`src/rtl/cpu_seq_pkg.sv`:
```
// Shared types and default constants for the CPU run sequencer.
// Default parameter values used by cpu_run_sequencer and run_timer.
package cpu_seq_pkg;

   typedef enum logic [2:0] {
      IDLE,
      SETTLE,
      START,
      WAIT,
      REPORT
   } seqState_t;

   localparam int DEF_CNT_W         = 16;
   localparam int DEF_TIMEOUT       = 1000;
   localparam int DEF_SETTLE_CYCLES = 2;

endpackage

```
`src/rtl/cpu_run_sequencer_run_timer.sv`:
```
// Shared up-counter used for both the SETTLE countdown and the WAIT cycle count.
// hit flags the last cycle of the selected window (count == limit - 1).
module run_timer
   import cpu_seq_pkg::*;
#(
   parameter int CNT_W      = DEF_CNT_W,
   parameter int SETTLE_LIM = DEF_SETTLE_CYCLES,
   parameter int WAIT_LIM   = DEF_TIMEOUT
) (
   input  logic             clk,
   input  logic             rst,
   input  logic             clr,
   input  logic             en,
   input  logic             useWait,
   output logic [CNT_W-1:0] count,
   output logic             hit
);

   localparam logic [CNT_W-1:0] SETTLE_LAST = CNT_W'(SETTLE_LIM - 1);
   localparam logic [CNT_W-1:0] WAIT_LAST   = CNT_W'(WAIT_LIM - 1);

   // NOTE: sequential state is assigned with <= so every flop samples the pre-edge values.
   always_ff @(posedge clk or posedge rst) begin
      if (rst) begin
         count <= '0;
      end else if (clr) begin
         count <= '0;
      end else if (en) begin
         count <= count + CNT_W'(1);
      end
   end

   assign hit = useWait ? (count == WAIT_LAST) : (count == SETTLE_LAST);

endmodule

```
`src/rtl/cpu_run_sequencer.sv`:
```
// Host-side run controller: releases the CPU from reset, pulses start, times
// the run until done or timeout, and reports cycles/timed_out/runs to the host.
module cpu_run_sequencer
   import cpu_seq_pkg::*;
#(
   parameter int CNT_W         = DEF_CNT_W,
   parameter int TIMEOUT       = DEF_TIMEOUT,
   parameter int SETTLE_CYCLES = DEF_SETTLE_CYCLES
) (
   input  logic             clk,
   input  logic             rst,
   input  logic             req,
   input  logic             abort,
   output logic             ack,
   output logic             busy,
   output logic             cpu_rst,
   output logic             cpu_start,
   input  logic             cpu_done,
   output logic             result_valid,
   output logic             timed_out,
   output logic [CNT_W-1:0] cycles,
   output logic [7:0]       runs
);

   seqState_t        state;
   seqState_t        nextState;
   logic             timerClr;
   logic             timerEn;
   logic             timerUseWait;
   logic             timerHit;
   logic [CNT_W-1:0] timerCount;
   logic             reportNow;

   always_ff @(posedge clk or posedge rst) begin
      if (rst) begin
         state <= IDLE;
      end else begin
         state <= nextState;
      end
   end

   // NOTE: every always_comb output gets a default first so no path can infer a latch.
   always_comb begin
      nextState = state;
      unique case (state)
         IDLE:    if (req) nextState = SETTLE;
         SETTLE: begin
            if (abort)         nextState = IDLE;
            else if (timerHit) nextState = START;
         end
         START:   nextState = abort ? IDLE : WAIT;
         WAIT: begin
            // abort outranks done; done and timeout both end the run
            if (abort)                     nextState = IDLE;
            else if (cpu_done || timerHit) nextState = REPORT;
         end
         REPORT:  nextState = IDLE;
         default: nextState = IDLE;
      endcase
   end

   assign timerClr     = (state != SETTLE) && (state != WAIT);
   assign timerEn      = !timerClr;
   assign timerUseWait = (state == WAIT);
   assign reportNow    = (state == WAIT) && (nextState == REPORT);

   run_timer #(
      .CNT_W      (CNT_W),
      .SETTLE_LIM (SETTLE_CYCLES),
      .WAIT_LIM   (TIMEOUT)
   ) uTimer (
      .clk     (clk),
      .rst     (rst),
      .clr     (timerClr),
      .en      (timerEn),
      .useWait (timerUseWait),
      .count   (timerCount),
      .hit     (timerHit)
   );

   // Outputs are decoded from nextState so they are registered yet aligned with state.
   always_ff @(posedge clk or posedge rst) begin
      if (rst) begin
         cpu_rst      <= 1'b1;
         cpu_start    <= 1'b0;
         ack          <= 1'b0;
         busy         <= 1'b0;
         result_valid <= 1'b0;
         timed_out    <= 1'b0;
         cycles       <= '0;
         runs         <= '0;
      end else begin
         cpu_rst      <= (nextState == IDLE) || (nextState == REPORT);
         cpu_start    <= (nextState == START);
         ack          <= (state == IDLE) && (nextState == SETTLE);
         busy         <= (nextState == SETTLE) || (nextState == START) || (nextState == WAIT);
         result_valid <= (nextState == REPORT);
         if (reportNow) begin
            cycles    <= timerCount + CNT_W'(1);
            timed_out <= !cpu_done;
            runs      <= runs + 8'd1;
         end
      end
   end

endmodule
```
`config.mk`:
```
export PLATFORM = sky130hd
export DESIGN_NAME = cpu_run_sequencer
export DESIGN_NICKNAME = d
export VERILOG_FILES = /design/src/rtl/cpu_seq_pkg.sv /design/src/rtl/cpu_run_sequencer_run_timer.sv /design/src/rtl/cpu_run_sequencer.sv
export SDC_FILE = /design/constraint.sdc
export NUM_CORES = 1
export LEC_CHECK = 0
export BUFFER_PORTS_ARGS = -buffer_cell sky130_fd_sc_hd__buf_2
export CAP_MARGIN = 15
export CORE_UTILIZATION = 47
export CTS_CLUSTER_DIAMETER = 60
export CTS_CLUSTER_SIZE = 16
export DETAILED_ROUTE_END_ITERATION = 8
export GPL_TIMING_DRIVEN = 0
export PLACE_DENSITY_LB_ADDON = 0.1
export SYNTH_ARGS = -nofsm -noshare
export SYNTH_HDL_FRONTEND = slang
export SYNTH_HIERARCHICAL = 1
export SYNTH_SLANG_ARGS = --single-unit
```
`constraint.sdc`:
```
create_clock -name clk -period 6.7 [get_ports clk]
set_clock_uncertainty 0.15 [all_clocks]
set_input_delay 1.005 -clock clk [delete_from_list [all_inputs] [get_ports clk]]
set_output_delay 1.005 -clock clk [all_outputs]
set_load 0.05 [all_outputs]
```
# Word-level counts from Yosys, hierarchy flattened

Cells that the tools add are included.

Register bits after elaboration: 49
Latch bits: 0
Memory bits (writable): 0
ROM bits: 0
Input bits: 5
Output and inout port bits: 30
Word-level logic and storage cells: 42
Memories kept: 0

Add/subtract/negate cells: 2
$mul: 0
Div/mod/pow operators: 0
Order comparisons: 0
Equality and inequality tests: 11
Shift-type cells: 0
Multiplexer cells: 9
Bitwise logic cells: 0
Reduce and logical (&&, ||, !) cells: 10

Operators with widths:

| operator                                                          | count |
|---|---|
| 16-bit by 1-bit adder with 16-bit output, second input constant   | 1 |
| 16-bit by 1-bit == test with 1-bit output, second input constant  | 1 |
| 16-bit by 10-bit == test with 1-bit output, second input constant | 1 |
| 16-bit two-way mux                                                | 1 |
| 3-bit two-way mux                                                 | 5 |
| 3-bit by 2-bit == test with 1-bit output, second input constant   | 4 |
| 3-bit case mux with 4 select lines                                | 1 |
| 8-bit by 1-bit adder with 8-bit output, second input constant     | 1 |
| 3-bit by 1-bit == test with 1-bit output, second input constant   | 2 |
| 3-bit logical NOT                                                 | 2 |
| 1-bit logical OR                                                  | 4 |
| 3-bit == test, second input constant                              | 1 |
| 1-bit logical AND                                                 | 3 |
| 3-bit by 1-bit != test with 1-bit output, second input constant   | 1 |
| 3-bit by 2-bit != test with 1-bit output, second input constant   | 1 |
| 2-bit two-way mux                                                 | 1 |
| 1-bit logical NOT                                                 | 1 |
| 1-bit two-way mux                                                 | 1 |

# Longest topological paths before layout

Depth in word-level cells: 9
Mapped depth: 13
Depth with buffers taken out: 12

# By module

Netlist, hierarchy kept.

Modules (own cells, without submodules):

| module            | times used | cells an instance | area each (um^2) | seq. area each (um^2) |
|---|---|---|---|---|
| cpu_run_sequencer | 1          | 159               | 1,557.7          | 827.0 |
| run_timer         | 1          | 93                | 883.3            | 400.4 |

# Worst setup path after synthesis

No wires, ideal clock.

Path kind: reg2reg
Start: reg uTimer.count[3]
End: reg cycles[10]
Library setup time: 0.136 ns
Arrival: 2.511 ns
Required time: 6.414 ns
Path slack: 3.903 ns
Stages on the path, launching flop included: 11
Buffers on the path: 2
Period minus slack after synthesis: 2.797 ns
Cell sequence: dfrtp_1 -> or4_2 -> nor3_1 -> o2111ai_1 -> a21oi_1 -> nor2_1 -> or3_4 -> buf_6 -> buf_2 -> nand2_1 -> o21ai_0

Word-level cells in the longest chain between the ends: 8
Elaborated cells on any way between the ends: 12
Those cells by class: 1 x add/sub; 3 x eq/ne; 6 x mux; 2 x reduce/logical

Ends and longest elaborated chain:

| what                                                                                                    | RTL line                          | RTL |
|---|---|---|
| start, declared                                                                                         | cpu_run_sequencer_run_timer.sv:15 | `output logic [CNT_W-1:0] count,` |
| start signal, assigned                                                                                  | cpu_run_sequencer_run_timer.sv:29 | `count <= count + CNT_W'(1);` |
| 16-bit by 1-bit == test with 1-bit output or 16-bit by 10-bit == test with 1-bit output (tied branches) | cpu_run_sequencer_run_timer.sv:33 | `assign hit = useWait ? (count == WAIT_LAST) : (count == SETTLE_LAST);` |
| 1-bit two-way mux *                                                                                     | cpu_run_sequencer_run_timer.sv:33 |  |
| net timerHit                                                                                            | cpu_run_sequencer.sv:30           | `logic timerHit;` |
| 1-bit logical OR                                                                                        | cpu_run_sequencer.sv:55           | `else if (cpu_done \|\| timerHit) nextState = REPORT;` |
| 3-bit two-way mux                                                                                       | cpu_run_sequencer.sv:55           |  |
| 3-bit two-way mux                                                                                       | cpu_run_sequencer.sv:54           | `if (abort) nextState = IDLE;` |
| 3-bit case mux with 4 select lines *                                                                    | cpu_run_sequencer.sv:45           | `unique case (state)` |
| 3-bit == test *                                                                                         | cpu_run_sequencer.sv:65           | `assign reportNow = (state == WAIT) && (nextState == REPORT);` |
| 1-bit logical AND *                                                                                     | cpu_run_sequencer.sv:65           |  |
| end signal, assigned                                                                                    | cpu_run_sequencer.sv:99           | `cycles <= timerCount + CNT_W'(1);` |
| end, declared                                                                                           | cpu_run_sequencer.sv:21           | `output logic [CNT_W-1:0] cycles,` |

Mark *: on every way through the listed nets, which the timed path passes. The rest lies on a longest branch.
A chain may end at the register's enable or synchronous reset.

# Worst setup path after layout

Start: reg uTimer.count[3]
End: reg cycles[11]

The elaborated chain is that of the path after synthesis.

==> reports/summary.md <==
The number of H-tree levels was 2; the die span in x was 74.1 um. The area share of fa/ha/maj cells after synthesis is 0.0154. Setup repair after global routing left no endpoint under its margin. The worst slew margin relative to its limit was 0.589. The tools report the sort of element at the end of the critical path as a flop.

The worst setup path is launched from a flop. The multiplexer area fraction after synthesis was 0.00410; the total area of sequential cells was 1230 sq um. The clock sink total is 49.

Summing internal, switching and leakage power gives 769 uW. Once layout is complete, the cells apart from fillers number 362. The global router's overall resource usage was 0.205. The critical path data arrival time is 3180 ps.

The number of global-route vias before repair was 1,755; the worst slack on hold paths was 311 ps. Area of the multi-input gates: 1120 sq um. The slew at the pin closest to its max-slew limit is 616 ps, and the fraction of synthesized cell area in xor and xnor cells is 0.111. The I/O pin total came out at 35.

The effective utilization at floorplan was 0.503; the DRC violation count after routing was 0. The number of different library cells used by synthesis comes to 40. The die is 74.1 um tall.

For the worst flop-to-flop path, the logic depth is 10. At the worst endpoint, the required time is 6720 ps. Power spread over the standard cell area amounts to 271 nW/um^2. Dividing the detail-routed via count by the number of cells gives 5.13. Entering global routing, the biggest net connects 23 pins. The detail route stage leaves a number of antenna-violating nets equal to 0. Final setup TNS: 0 ps. The internal portion of the total power is 501 uW. Including well taps, the total number of placed cells is 354.

Based on the critical path, the design can be clocked at up to 0.316 GHz. Simple-gate share of the synthesized area: 0.257. The maximum count of clock buffers along a single path was 2; the total leakage power was 1.35 nW.

The cell taking the most area after synthesis was sky130_fd_sc_hd__dfrtp_1. The final weighted congestion in routability-driven placement is 0.861, and the die area is 5490 sq um. The cell count along the critical path is 10. The total of buffers placed on input and output ports works out to 34. For the setup fix buffers added after clock tree synthesis, the log shows 0.

The combinational family with the most area after synthesis is simple AND/OR/NAND/NOR gates. The Yosys step of the flow raised 6 warnings. The core region is 4850 sq um. The logs give 0.503 for the sequential area share after synthesis and 269 uW for the switching power of the nets.

The logs give 0 for the final count of hold timing violations and 1,858 for the via count of the routed design. Counting every instance in the synthesized netlist gives 252. For the number of resized instances in the post-cts repair step, the log shows 0. The family with the most delay on the worst path was simple AND/OR/NAND/NOR gates. Relative contribution of sequential cells to total power: 0.452. Max-cap violations in this run came to 0. The final critical-path required period was 3160 ps. The initial antenna violation count came out at 0. The average instance in the mapped netlist occupies 9.69 sq um.

The filler cell count was 428; the final setup violation count was 0. After clock tree synthesis, the flow added hold-fix buffers numbering 0. The later pin in the worst-skew pair is clocked with a latency of 310 ps. The final routed wire length divided by cell count works out to 13.5 um. The flow ran to the end, and the final reports show no timing, DRC or antenna violations. Compound-cell area share of the yosys netlist: 0.0707. In this run the core area contains 25 standard-cell rows. Share of the synthesized area in the top cell type: 0.492.

The top fanout value on the critical path was 10; the first-pass detailed-route iteration total was 4. The worst-case IR drop observed on VDD is 0.221 mV. The run gives 260 as the post-synth net total. Together, buffers and inverters on the worst path number 2. Counting flops and latches in the post-synthesis netlist gives 49. The wire length reported by the detailed router is 4.88 mm, and the violation count after the first detailed-routing iteration is 98. The root buffer cell chosen for the clock tree is sky130_fd_sc_hd__clkbuf_8.

The tools report the combinational cell fraction of total power as 0.261. The critical-path cell with the highest stage delay was sky130_fd_sc_hd__or4_2. The fraction of layout instances using a drive strength above 1 is 0.200, and the post-route clock period utilization is 0.472.

In this run the worst hold path is classified as reg -> reg. Walking the worst path, the cells encountered are or4_2 -> nor3_1 -> o2111ai_1 -> a21oi_1 -> nor2_1 -> or3_4 -> buf_6 -> buf_2 -> nand2_1 -> o21ai_0. In the final design database the tool counted 302 nets. The hold-critical path depth was 1.

The area growth from synthesis to layout is 16.5%. Once detailed placement completed, the half-perimeter wirelength came to 3.51 mm. Global routing finished with a remaining overflow of 0. Count of final max-slew check failures: 0.

The global-route wire length before repair came out at 8.44 mm. The logs give 0.287 for the fraction of power consumed by the clock network and 5 for the total clock buffers created by CTS. After clock tree synthesis, the clock-pin slew on the worst setup and hold paths is 100 ps. TritonCTS built the clock tree.

0 antenna diodes ended up in the layout. The critical path in this run is classified as reg -> reg. The mapped netlist covers 2440 sq um.

The switching portion of total power came out at 0.349. The largest single stage delay on the critical path is 710 ps. In the post-synthesis netlist, the biggest area contributors are sky130_fd_sc_hd__dfrtp_1 49%, sky130_fd_sc_hd__xnor2_1 7.2%, sky130_fd_sc_hd__nand2_1 6.2%.
==> kinds of logic after synthesis <==
| logic type | Yosys count |
|---|---|
| simple gates | 119 |
| xor+xnor | 31 |
| fa+ha+maj | 3 |
| mux | 1 |
| compound gates | 28 |
| flops | 49 |
| buf+inv | 21 |
==> cell type report <==
class,count,area share
plain buffers,8,0.0163
well taps,67,0.0295
clock buffers,6,0.0290
repair buffers,35,0.0695
flip-flops and latches,49,0.432
clock inverters,2,0.0132
multi-input cells,182,0.393
inverters,13,0.0172
==> final timing paths <==
path                                          end  slack [ps]                        start
setup / recovery           cycles[11]$_DFFE_PP0P_        3540  uTimer/count[3]$_DFFE_PP0P_
hold / removal                runs[7]$_DFFE_PP0P_         310          runs[7]$_DFFE_PP0P_
setup reg to reg           cycles[11]$_DFFE_PP0P_        3540  uTimer/count[3]$_DFFE_PP0P_
hold reg to reg               runs[7]$_DFFE_PP0P_         310          runs[7]$_DFFE_PP0P_
max in group asynchronous   cycles[9]$_DFFE_PP0P_        5310                          rst
min in group asynchronous     cpu_start$_DFF_PP0_         580                          rst
==> stage by stage <==
stage	setup slack, ps	instance area, sq um	util
2_1_floorplan	3900	2440	-
3_3_place_gp	3570	2700	0.556
3_5_place_dp	3570	2720	0.562
4_1_cts	3540	2840	0.586
5_1_grt	3380	2840	0.586
6_report	3540	2840	0.586
==> per-layer routing <==
metal	GRT usage	vias to the layer above	share of wire
met3	0.0407	5	0.040
met1	0.302	862	0.50
met2	0.301	46	0.45
met5	0	-	0
met4	0.0684	0	0.013
li1	-	945	-
==> worst register-to-register path, stage by stage, from the launching register on <==
cell                        delay [ps]
sky130_fd_sc_hd__dfrtp_1           540
sky130_fd_sc_hd__or4_2             710
sky130_fd_sc_hd__nor3_1            160
sky130_fd_sc_hd__o2111ai_1         140
sky130_fd_sc_hd__a21oi_1           340
sky130_fd_sc_hd__nor2_1             80
sky130_fd_sc_hd__or3_4             410
sky130_fd_sc_hd__buf_6             150
sky130_fd_sc_hd__buf_2             190
sky130_fd_sc_hd__nand2_1            80
sky130_fd_sc_hd__o21ai_0            70
==> sequential cells by signal (all words and copies together) (netlist names) <==
name and count:
ack 1, runs 8, cycles 16, state 3, timed_out 1, uTimer/count 16
cpu_rst 1, cpu_start 1, result_valid 1, busy 1
==> cell usage after synthesis <==
master / number
sky130_fd_sc_hd__nand4_1: 10
sky130_fd_sc_hd__nand2b_1: 1
sky130_fd_sc_hd__mux2i_1: 1
sky130_fd_sc_hd__o211ai_1: 1
sky130_fd_sc_hd__nand2b_4: 1
sky130_fd_sc_hd__clkinv_1: 1
sky130_fd_sc_hd__nor4_1: 3
sky130_fd_sc_hd__o2111a_1: 1
sky130_fd_sc_hd__o2111ai_1: 1
sky130_fd_sc_hd__o21ai_1: 3
sky130_fd_sc_hd__buf_4: 1
sky130_fd_sc_hd__nand3_1: 11
sky130_fd_sc_hd__nor3_4: 1
sky130_fd_sc_hd__and4_4: 1
sky130_fd_sc_hd__nand2_1: 40
sky130_fd_sc_hd__or4_2: 1
sky130_fd_sc_hd__o21ai_0: 14
sky130_fd_sc_hd__and4_1: 1
sky130_fd_sc_hd__a21oi_1: 4
sky130_fd_sc_hd__xnor2_1: 20
sky130_fd_sc_hd__or4b_2: 1
sky130_fd_sc_hd__buf_2: 4
sky130_fd_sc_hd__or4_1: 2
sky130_fd_sc_hd__inv_1: 12
sky130_fd_sc_hd__and3_1: 4
sky130_fd_sc_hd__xor2_1: 11
sky130_fd_sc_hd__a211o_1: 2
sky130_fd_sc_hd__buf_6: 1
sky130_fd_sc_hd__dfrtp_1: 48
sky130_fd_sc_hd__nor2_1: 24
sky130_fd_sc_hd__or3_4: 1
sky130_fd_sc_hd__or3_1: 4
sky130_fd_sc_hd__nand4_4: 2
sky130_fd_sc_hd__clkbuf_1: 2
sky130_fd_sc_hd__o2111ai_2: 1
sky130_fd_sc_hd__ha_1: 3
sky130_fd_sc_hd__nor3_1: 10
sky130_fd_sc_hd__o31ai_1: 1
sky130_fd_sc_hd__dfstp_2: 1
sky130_fd_sc_hd__and2_1: 1
==> power by group through the flow <==
stage          Clock, mW  Combinational, mW  Sequential (mW)
3_3_place_gp           0              0.198            0.353
4_1_cts            0.227              0.202            0.348
2_1_floorplan          0             0.0833            0.423
5_1_grt            0.236              0.218            0.352
6_report           0.221              0.201            0.348
3_5_place_dp           0              0.202            0.354
==> placed cells by master (no fill, tap or decap), types with 10 or more instances in the layout <==
cell type | synthesis | routed
sky130_fd_sc_hd__dfrtp_1 | 48 | 48
sky130_fd_sc_hd__nand2_1 | 40 | 40
sky130_fd_sc_hd__buf_2 | 4 | 38
sky130_fd_sc_hd__nor2_1 | 24 | 24
sky130_fd_sc_hd__xnor2_1 | 20 | 20
sky130_fd_sc_hd__o21ai_0 | 14 | 14
sky130_fd_sc_hd__inv_1 | 12 | 12
sky130_fd_sc_hd__nand3_1 | 11 | 11
sky130_fd_sc_hd__xor2_1 | 11 | 11
sky130_fd_sc_hd__nor3_1 | 10 | 10
sky130_fd_sc_hd__nand4_1 | 10 | 10
Power figures use the tool's default switching activity.
